**src/rtl/bcd_display_formatter.sv**
```systemverilog
// Iterative binary-to-BCD converter (double dabble, one bit per clock) feeding a
// six-digit seven-segment driver, with registered outputs and leading-zero blanking.
module bcd_display_formatter #(
    parameter int BIN_WIDTH           = 20,
    parameter bit BLANK_LEADING_ZEROS = 1'b1
) (
    input  logic                 clk,
    input  logic                 reset,
    input  logic [BIN_WIDTH-1:0] in_value,
    input  logic                 in_valid,
    output logic                 in_ready,
    output logic [23:0]          data,
    output logic [5:0]           digit_enable_mask,
    output logic                 overflow,
    output logic                 done
);

    localparam int CNT_W = $clog2(BIN_WIDTH + 1);

    typedef enum logic [1:0] {
        IDLE,
        SHIFT,
        FINISH
    } state_e;

    state_e               state_q, state_d;
    logic [BIN_WIDTH-1:0] bin_q, bin_d;
    logic [23:0]          bcd_q, bcd_d;
    logic [CNT_W-1:0]     cnt_q, cnt_d;
    logic                 ovf_pending_q, ovf_pending_d;
    logic [23:0]          data_q, data_d;
    logic [5:0]           mask_q, mask_d;
    logic                 overflow_q, overflow_d;
    logic                 done_q, done_d;

    logic [23:0]             bcd_adj;
    logic [24+BIN_WIDTH-1:0] shifted;
    logic [5:0]              blank_mask;
    logic                    seen_nonzero;
    logic [31:0]             in_ext;

    assign in_ext = 32'(in_value);

    // Add-3 correction on every nibble that would exceed 9 after doubling.
    always_comb begin
        bcd_adj = bcd_q;
        for (int i = 0; i < 6; i++) begin
            if (bcd_q[4*i +: 4] >= 4'd5) begin
                bcd_adj[4*i +: 4] = bcd_q[4*i +: 4] + 4'd3;
            end
        end
        shifted = {bcd_adj, bin_q} << 1;
    end

    // A digit is shown once any digit at or above it is nonzero; digit 0 always shows.
    always_comb begin
        blank_mask   = '0;
        seen_nonzero = 1'b0;
        for (int i = 5; i >= 0; i--) begin
            seen_nonzero  = seen_nonzero | (|bcd_q[4*i +: 4]);
            blank_mask[i] = seen_nonzero;
        end
        blank_mask[0] = 1'b1;
    end

    // NOTE: every _d gets its hold value first so no path through the case infers a latch.
    always_comb begin
        state_d       = state_q;
        bin_d         = bin_q;
        bcd_d         = bcd_q;
        cnt_d         = cnt_q;
        ovf_pending_d = ovf_pending_q;
        data_d        = data_q;
        mask_d        = mask_q;
        overflow_d    = overflow_q;
        done_d        = 1'b0;

        unique case (state_q)
            IDLE: begin
                if (in_valid) begin
                    bin_d         = in_value;
                    bcd_d         = '0;
                    cnt_d         = CNT_W'(BIN_WIDTH);
                    ovf_pending_d = (in_ext > 32'd999999);
                    state_d       = SHIFT;
                end
            end
            SHIFT: begin
                bcd_d = shifted[24+BIN_WIDTH-1 -: 24];
                bin_d = shifted[BIN_WIDTH-1:0];
                cnt_d = cnt_q - CNT_W'(1);
                if (cnt_q == CNT_W'(1)) begin
                    state_d = FINISH;
                end
            end
            FINISH: begin
                if (ovf_pending_q) begin
                    data_d     = 24'h999999;
                    mask_d     = 6'b111111;
                    overflow_d = 1'b1;
                end else begin
                    data_d     = bcd_q;
                    mask_d     = BLANK_LEADING_ZEROS ? blank_mask : 6'b111111;
                    overflow_d = 1'b0;
                end
                done_d  = 1'b1;
                state_d = IDLE;
            end
            default: state_d = IDLE;
        endcase
    end

    // NOTE: state registers use non-blocking assignments so all flops update together.
    always_ff @(posedge clk) begin
        if (reset) begin
            state_q       <= IDLE;
            bin_q         <= '0;
            bcd_q         <= '0;
            cnt_q         <= '0;
            ovf_pending_q <= 1'b0;
            data_q        <= 24'h000000;
            mask_q        <= 6'b000001;
            overflow_q    <= 1'b0;
            done_q        <= 1'b0;
        end else begin
            state_q       <= state_d;
            bin_q         <= bin_d;
            bcd_q         <= bcd_d;
            cnt_q         <= cnt_d;
            ovf_pending_q <= ovf_pending_d;
            data_q        <= data_d;
            mask_q        <= mask_d;
            overflow_q    <= overflow_d;
            done_q        <= done_d;
        end
    end

    assign in_ready          = (state_q == IDLE);
    assign data              = data_q;
    assign digit_enable_mask = mask_q;
    assign overflow          = overflow_q;
    assign done              = done_q;

endmodule

```
**config.mk**
```make
export PLATFORM = sky130hd
export DESIGN_NAME = bcd_display_formatter
export DESIGN_NICKNAME = d
export VERILOG_FILES = /design/src/rtl/bcd_display_formatter.sv
export SDC_FILE = /design/constraint.sdc
export NUM_CORES = 1
export LEC_CHECK = 0
export BUFFER_PORTS_ARGS = -buffer_cell sky130_fd_sc_hd__buf_2
export CAP_MARGIN = 5
export CORE_MARGIN = 10
export CORE_UTILIZATION = 30
export DETAILED_ROUTE_END_ITERATION = 10
export GPL_TIMING_DRIVEN = 0
export SETUP_SLACK_MARGIN = 0.15
export SLEW_MARGIN = 15
export SYNTH_ARGS = -nofsm -noshare
export SYNTH_HDL_FRONTEND = slang
export SYNTH_SLANG_ARGS = --single-unit
```
**constraint.sdc**
```tcl
create_clock -name clk -period 1.75 [get_ports clk]
set_input_delay 0.2625 -clock clk [delete_from_list [all_inputs] [get_ports clk]]
set_output_delay 0.2625 -clock clk [all_outputs]
set_load 0.02 [all_outputs]
```
Word-level counts from Yosys, hierarchy flattened
Index checks and enable logic that the tools add are counted.
{ "classes": {"n_addsub": 7, "order_cmp": 7, "eq_ne": 5, "mux": 19, "n_bitwise": 4, "reduce_logical": 10} }
{ "op_table": {"columns": ["op", "count"], "rows": [
  ["$mux W24", 2],
  ["$pmux W24 S2", 1],
  ["$pmux W20 S2", 1],
  ["$ge A4 B3 Y1 const B", 6],
  ["$add A4 B2 Y4 const B", 5],
  ["$gt A20 B20 Y1 const B", 1],
  ["$mux W20", 1],
  ["$mux W4", 5],
  ["$reduce_or A4 Y1", 5],
  ["$pmux W5 S2", 1],
  ["$mux W6", 1],
  ["$reduce_and A2 Y1", 3],
  ["$eq A5 B1 Y1 const B", 1],
  ["$mux W5", 1],
  ["$sub A5 B1 Y5 const B", 1],
  ["$mux W2", 2],
  ["$ne A2 B2 Y1 const B", 2],
  ["$or A1 B1 Y1", 4],
  ["$pmux W2 S2", 1],
  ["$add A3 B2 Y3 const B", 1],
  ["$mux W3", 1],
  ["$eq A2 B1 Y1 const B", 1],
  ["$eq A2 B2 Y1 const B", 1],
  ["$logic_not A2 Y1", 1],
  ["2 further kinds", 3]
]} }
{ "word_totals": {"regBits": 84, "in_bits": 23, "output_inout_bits": 33, "word_cells": 61} }

Logic depth before layout (Yosys ltp)
Gate-level depths: netlist of run 1.
{ "logic_depth": {"depth_word": 6, "mapped_depth": 6, "depth_no_buf": 6} }

Worst setup path after synthesis of run 1
OpenSTA, ideal clock, no wires.
{ "synth_timing": {"path_kind": "reg2reg", "startpoint": "register bcd_q[20]", "endpoint": "register mask_q[1] (netlist: digit_enable_mask[1])", "setup_time_ps": 128, "arrival_ps": 1566, "t_required_ps": 1622, "slack_ps": 56, "path_stages_with_launch": 7, "n_path_buf": 0, "period_less_slack_ps": 1694, "cell_sequence": "dfxtp_1 > inv_1 > ha_1 > nand2b_4 > or4b_4 > nor4_4 > a31oi_1"} }
{ "synth_between": {"elab_chain_cells": 6} }
{ "synth_rtl": {"columns": ["item", "line", "source"], "rows": [
  ["start, declared", "28", "logic [23:0] bcd_q, bcd_d;"],
  ["start signal, assigned", "118", "bcd_q <= '0;"],
  ["start signal, assigned", "128", "bcd_q <= bcd_d;"],
  ["$reduce_or A4 Y1", "60", "seen_nonzero = seen_nonzero | (|bcd_q[4*i +: 4]);"],
  ["$or A1 B1 Y1 (4 in a row)", "60", null],
  ["$mux W6", "97", "if (ovf_pending_q) begin"],
  ["end signal, assigned", "132", "mask_q <= mask_d;"],
  ["end, declared", "32", "logic [5:0] mask_q, mask_d;"]
]} }
No other way between the ends.
A chain may end at the register's enable or synchronous reset.

Worst setup path in the final report of run 1
Same ends and word-level chain as after synthesis.

==> summary.md, run 1 <==
| Metric | Value |
|---|---|
| Post-Syn Instances | `428` |
| Hold Crit Depth | `3` |
| Share of the synthesized area in the top cell type | `45.2%` |
| Final Skew | `4.36 ps` |
| Dominant cells by area after synthesis | `dfxtp_1 (45%), nor2_1 (9.1%), ha_1 (6.5%), nor3_1 (3.5%), a21oi_1 (3.4%)` |
| Hold WC Path Type | `input port to flop` |
| Static Leak | `1.91 nW` |
| Avg Inst Size Synth | `8.59 um2` |
| Pwr Density | `903 mW/mm2` |
| Crit-path slowest cell | `or4b_4` |
| Req. time, crit path | `1970 ps` |
| Initial antenna violation count | `0` |
| Fmax | `643 MHz` |
| Syn nets | `470` |
| Worst reg2reg path depth | `6` |
| Kind of critical path | `flop to flop` |
| RSZ-0062 raised after global routing | `yes` |
| Hold buffer count at cts | `0` |
| Vias in the first global route | `3237` |
| Post-synthesis sequential area ratio | `45.2%` |
| Post-route antenna net violation count | `0` |
| Worst-skew pair later-pin latency | `340 ps` |
| Initial DRC count | `192` |
| First-pass DRT Iterations | `4` |
| CTS Buf Count | `9` |
| Clock root buffer | `clkbuf_16` |
| Largest net degree at the start of global routing | `13` |
| Yosys warns | `0` |
| Yosys reg bits | `83` |
| Period minus WS final | `1560 ps` |
| Layout Nets | `540` |
| GP Congestion | `0.843` |
| Ant. Diodes | `0` |
| Slew at the pin with the worst max-slew slack | `649 ps` |
| # port buffers | `53` |
| Ports | `56` |
| TritonCTS clock tree | `yes` |
| Gr ovfl total | `0` |
| Final hold violation count | `0` |
| CTS sink cnt | `83` |
| Setup tns final | `0 ps` |
| Slowest stage delay, CP | `510 ps` |
| Fin. max-slew vios | `0` |
| Worst setup SP type | `flop` |
| Post-place instance area | `0.00413 mm2` |
| GR Util All Layers | `12.2%` |
| Initial Util | `30.6%` |
| Total core area | `0.0120 mm2` |
| Met3 WL | `629 um` |
| Most common cell in the netlist | `nor2_1` |
| Max Used Layer | `met4` |
| Clock buffer depth | `2` |
| Number of synthesized flops with an enable pin | `0` |
| Chip width | `131 um` |
| WP data arrival | `1770 ps` |
| Share of cells above drive strength 1 | `24.1%` |
| Post-synth top area cell | `dfxtp_1` |
| CP cell instances | `inv_2 > ha_4 > nand2b_4 > or4b_4 > nor4_4 > a31oi_1` |
| Final setup vio count | `0` |
| CP Max Fanout | `2` |
| Drt via density | `5.07` |
| Number of max-cap violations | `0` |
| Post-synth ARST share | `0%` |
| Peak VDD IR | `0.000410 V` |
| DR WL met2 | `4.93 mm` |
| Layout area overhead | `24.3%` |
| Outcome | `complete, no violations` |
| CP Depth | `6` |
| Clk pin slew, worst setup/hold paths | `60 ps` |
| Dpl hpwl | `7.34 mm` |
| DIE HEIGHT | `131 um` |
| Top_reg_cell synth | `dfxtp_1` |
| Worst path bufs/invs | `1` |
| Count of cell types in the netlist | `46` |
| Rows | `40` |
| WL met1 | `4.31 mm` |
| Wirelength, routed | `10.1 mm` |
| DR vias | `3293` |
| Final worst-path cycle share | `88.9%` |
| Crit end category | `flop` |
| Drt wl/cell | `15.5 um` |
| Max_slew headroom | `56.7%` |
| H-tree depth | `3` |
| DR DRC count | `0` |
| Die ar. | `0.0171 mm2` |
| Commonest cells in the netlist | `nor2_1 (89), dfxtp_1 (83), nor3_1 (26)` |
| First-pass GRT wire length | `16.5 mm` |
| Syn Std Cell Area | `0.00367 mm2` |
| Post-route cell area | `0.00457 mm2` |
| Cell family with most CP delay | `simple AND/OR/NAND/NOR gates` |
-- cell usage in the layout, fill, tap and decap left out, drive strengths merged, types with 2 or more instances in the layout --
cell type	n
a32o	5
nor4	21
nor3	26
nor3b	3
nor2	89
nand3b	7
nand3	2
xor2	2
buf	70
o31ai	7
mux2i	6
nand2b	12
clkbuf	32
a22o	6
or3	7
a21oi	25
mux2	2
nand2	19
dfxtp	83
inv	14
nor2b	2
o21ai	7
o22ai	13
clkinv	2
xnor2	6
ha	19
-- final timing paths --
| kind | start | slack (ps) | endpoint |
|---|---|---|---|
| setup / recovery | bcd_q[20]$_SDFFE_PP0P_ | 190 | digit_enable_mask[1]$_SDFFE_PP0P_ |
| hold / removal | in_value[0] | 200 | bin_q[0]$_SDFFE_PP0P_ |
| setup reg to reg | bcd_q[20]$_SDFFE_PP0P_ | 190 | digit_enable_mask[1]$_SDFFE_PP0P_ |
| hold reg to reg | data[5]$_SDFFE_PP0P_ | 450 | data[5]$_SDFFE_PP0P_ |
-- power breakdown --
part / switching (mW) / internal [mW] / total (mW) / leakage, nW
Clock: 0.719 / 1.03 / 1.75 / 0.137
Combinational: 0.227 / 0.145 / 0.372 / 1.10
Sequential: 0.0398 / 1.96 / 2.00 / 0.676
Total: 0.986 / 3.14 / 4.13 / 1.91
-- state kept, by name, indices dropped and copies added, names as in the netlist --
signal / count
done: 1
bcd_q: 24
state_q: 2
bin_q: 20
overflow: 1
cnt_q: 5
ovf_pending_q: 1
data: 24
digit_enable_mask: 5
-- repair_timing --
item                       CTS  global route
setup endpoints to repair   41            76
pin swaps                    4             3
buffers inserted             6             0
resized for setup           16            34
-- worst reg2reg max path, cell delays in order (launching register included) --
cell and delay [ps]:
dfxtp_2 330, inv_2 70, ha_4 130, nand2b_4 50, or4b_4 510, nor4_4 210, a31oi_1 120
-- routing by layer --
metal / up-vias / track usage, %
met1: 1567 / 14.9
met2: 84 / 20.5
met3: 14 / 2.42
met5: - / 0
li1: 1628 / -
met4: 0 / 4.91
-- cells by family (layout without fill, tap and decap cells) --
group                    count (synthesis)  in the layout  share of synthesized area (%)
AO/OA/AOI/OAI                           72             72                           12.8
XOR/XNOR                                 8              8                           1.91
adder cells (fa/ha/maj)                 19             19                           6.47
buffers and inverters                   43            118                           5.14
flip-flops                              83             83                           45.2
multiplexers                             8              8                           2.25
other                                    1              1                          0.102
AND/OR/NAND/NOR                        194            194                           26.1
-- layout make-up --
class / count / area [um2]
Buffer: 29 / 175
Clock buffer: 14 / 264
Clock inverter: 2 / 10.0
Fill cell: 1229 / 7440
Inverter: 14 / 52.6
Multi-Input combinational cell: 302 / 1910
Sequential cell: 83 / 1660
Tap cell: 147 / 184
Timing Repair Buffer: 59 / 310
-- metrics by stage --
stage               total power, mW  setup WS [ps]  hold WS, ps  instances  utilization, %
global route                   4.30            136          210        650            38.0
CTS                            4.15           83.6          203        650            37.4
floorplan                      2.27            214          415        428               -
finish                         4.13            195          205        650            38.0
global placement               2.38           -223          439        628            34.4
detailed placement             2.39           -243          441        628            34.4
Power figures use the tool's default switching activity.
==> run 2: changes to the inputs <==
--- a/config.mk
+++ b/config.mk
@@ -12,4 +12,5 @@
 export DETAILED_ROUTE_END_ITERATION = 10
 export GPL_TIMING_DRIVEN = 0
+export MAX_ROUTING_LAYER = met4
 export SETUP_SLACK_MARGIN = 0.15
 export SLEW_MARGIN = 15
==> constraint.sdc (replaced) <==
create_clock -name clk -period 1.75 [get_ports clk]
set_input_delay 0.4375 -clock clk [delete_from_list [all_inputs] [get_ports clk]]
set_output_delay 0.4375 -clock clk [all_outputs]
set_load 0.02 [all_outputs]
==> run 2 against run 1 <==
Effect of this change: non-clock buffer count stayed put; worst setup slack better by 8.1 ps; final cell count stayed put; maximum frequency is 0.52% higher; clock-buffer cell count stayed put; first-iteration DRC count is 15% higher; power hardly changed; clock skew is 1.8 ps higher; largest power group unchanged; highest routed layer unchanged.
==> summary.md, run 2 (synthesis gave the netlist of run 1 again) <==
| Metric | Value |
|---|---|
| Max_slew headroom | `62.4%` |
| DIE HEIGHT | `131 um` |
| Ant. Diodes | `0` |
| Dpl hpwl | `7.34 mm` |
| CTS sink cnt | `83` |
| Rows | `40` |
| Footprint of the multi-input gates | `0.00191 mm2` |
| Clock root buffer | `clkbuf_16` |
| DR DRC count | `0` |
| GR Util All Layers | `12.5%` |
| CP Max Fanout | `2` |
| Minimum hold slack | `383 ps` |
| Peak VDD IR | `0.000401 V` |
| First-pass DRT Iterations | `4` |
| End of the worst hold path | `bin_q[0]$_SDFFE_PP0P_` |
| Wirelength, routed | `10.1 mm` |
| Reg-to-reg setup timing slack | `200 ps` |
| Initial DRC count | `221` |
| Req. time, crit path | `1950 ps` |
| Static Leak | `1.92 nW` |
| Final setup margin | `203 ps` |
| Worst reg2reg path depth | `7` |
| Gr ovfl total | `0` |
| Final worst-path cycle share | `88.4%` |
| Register Area | `0.00166 mm2` |
| Drt wl/cell | `15.5 um` |
| Fin. max-slew vios | `0` |
| Pre-CTS WS | `-243 ps` |
| Final hold violation count | `0` |
| RSZ-0062 raised after global routing | `yes` |
| Slew at the pin with the worst max-slew slack | `564 ps` |
| Initial antenna violation count | `0` |
| WP data arrival | `1750 ps` |
| Total core area | `0.0120 mm2` |
| Worst hold path startpoint | `in_value[0]` |
| Outcome | `complete, no violations` |
| Hold Crit Depth | `3` |
| Commonest non-fill, non-tap cell in the layout | `nor2_1` |
| Period minus WS final | `1550 ps` |
| Worst-skew pair later-pin latency | `340 ps` |
| Pwr Density | `903 mW/mm2` |
| Layout area overhead | `24.3%` |
| GP Congestion | `0.856` |
| Hold buffer count at cts | `0` |
| Share of cells above drive strength 1 | `24.3%` |
| Worst setup SP type | `flop` |
| Vias in the first global route | `3244` |
| Crit end category | `flop` |
| # port buffers | `53` |
| CTS Buf Count | `9` |
| DR vias | `3279` |
| TritonCTS clock tree | `yes` |
| First-pass GRT wire length | `16.4 mm` |
| Kind of critical path | `flop to flop` |
| Clk pin slew, worst setup/hold paths | `60 ps` |
| Largest net degree at the start of global routing | `13` |
| Final Skew | `6.14 ps` |
| Layout Nets | `540` |
| Chip width | `131 um` |
| Initial Util | `30.6%` |
| R2R Path End | `digit_enable_mask[3]$_SDFFE_PP0P_` |
| H-tree depth | `3` |
| Number of max-cap violations | `0` |
| Hold WC Path Type | `input port to flop` |
| Ports | `56` |
| Final setup vio count | `0` |
| Filler instances | `1229` |
| Die ar. | `0.0171 mm2` |
| Commonest non-fill, non-tap cells in the layout | `nor2_1 (87), dfxtp_1 (81), buf_2 (57)` |
| Drt via density | `5.04` |
| R2r startpoint | `bcd_q[20]$_SDFFE_PP0P_` |
| Post-route antenna net violation count | `0` |
| Fmax | `646 MHz` |
| Clock buffer depth | `2` |
## run 2: cell type report
| type | instances | share of cell area, % |
|---|---|---|
| Clock buffer | 14 | 5.78 |
| Timing Repair Buffer | 59 | 6.79 |
| Clock inverter | 2 | 0.219 |
| Multi-Input combinational cell | 302 | 41.7 |
| Sequential cell | 83 | 36.4 |
| Inverter | 14 | 1.15 |
| Tap cell | 147 | 4.03 |
| Buffer | 29 | 3.86 |
## run 2: metal layers
| metal | part of all wire [%] | global-route usage [%] |
|---|---|---|
| met4 | 1.7 | 4.71 |
| met5 | 0 | - |
| met2 | 49 | 20.5 |
| met3 | 4.0 | 2.26 |
| met1 | 45 | 14.9 |
## run 2: through the flow
stage / area [um2] / instances / util [%] / setup TNS, ps / power [mW]
2_1_floorplan: 3680 / 428 / - / 0 / 2.27
3_3_place_gp: 4130 / 628 / 34.4 / -1510 / 2.38
3_5_place_dp: 4130 / 628 / 34.4 / -1830 / 2.39
4_1_cts: 4490 / 650 / 37.4 / 0 / 4.15
5_1_grt: 4570 / 650 / 38.0 / 0 / 4.30
6_report: 4570 / 650 / 38.0 / 0 / 4.12
## run 2: what timing repair did
action                                  4_1_cts  5_1_grt
resized for setup                            16       36
buffers inserted                              6        0
pin swaps                                     4        3
endpoints found under the setup margin       41       77
## run 2: power by group
part           leakage, nW  total [mW]  switching (mW)  internal (mW)
clock                0.137        1.75           0.716           1.04
combinational         1.10       0.374           0.228          0.145
sequential           0.676        2.00          0.0396           1.96
## run 2: worst max-delay path, stage by stage (launching register included)
cell and delay (ps):
dfxtp_2 330, inv_2 70, ha_4 140, nand2b_4 50, or4b_4 510, buf_4 170, nor2_1 90, nor3_1 50
## run 2: worst max path at each step
stage                                 start  depth (start not counted)                                end  slack [ps]
global placement    state_q[0]$_SDFFE_PP0P_                          5  digit_enable_mask[1]$_SDFFE_PP0P_        -220
finish               bcd_q[20]$_SDFFE_PP0P_                          7  digit_enable_mask[3]$_SDFFE_PP0P_         200
floorplan            bcd_q[20]$_SDFFE_PP0P_                          6  digit_enable_mask[1]$_SDFFE_PP0P_         210
CTS                  bcd_q[20]$_SDFFE_PP0P_                          6  digit_enable_mask[1]$_SDFFE_PP0P_          80
detailed placement  state_q[0]$_SDFFE_PP0P_                          5  digit_enable_mask[1]$_SDFFE_PP0P_        -240
global route         bcd_q[20]$_SDFFE_PP0P_                          7  digit_enable_mask[3]$_SDFFE_PP0P_         140
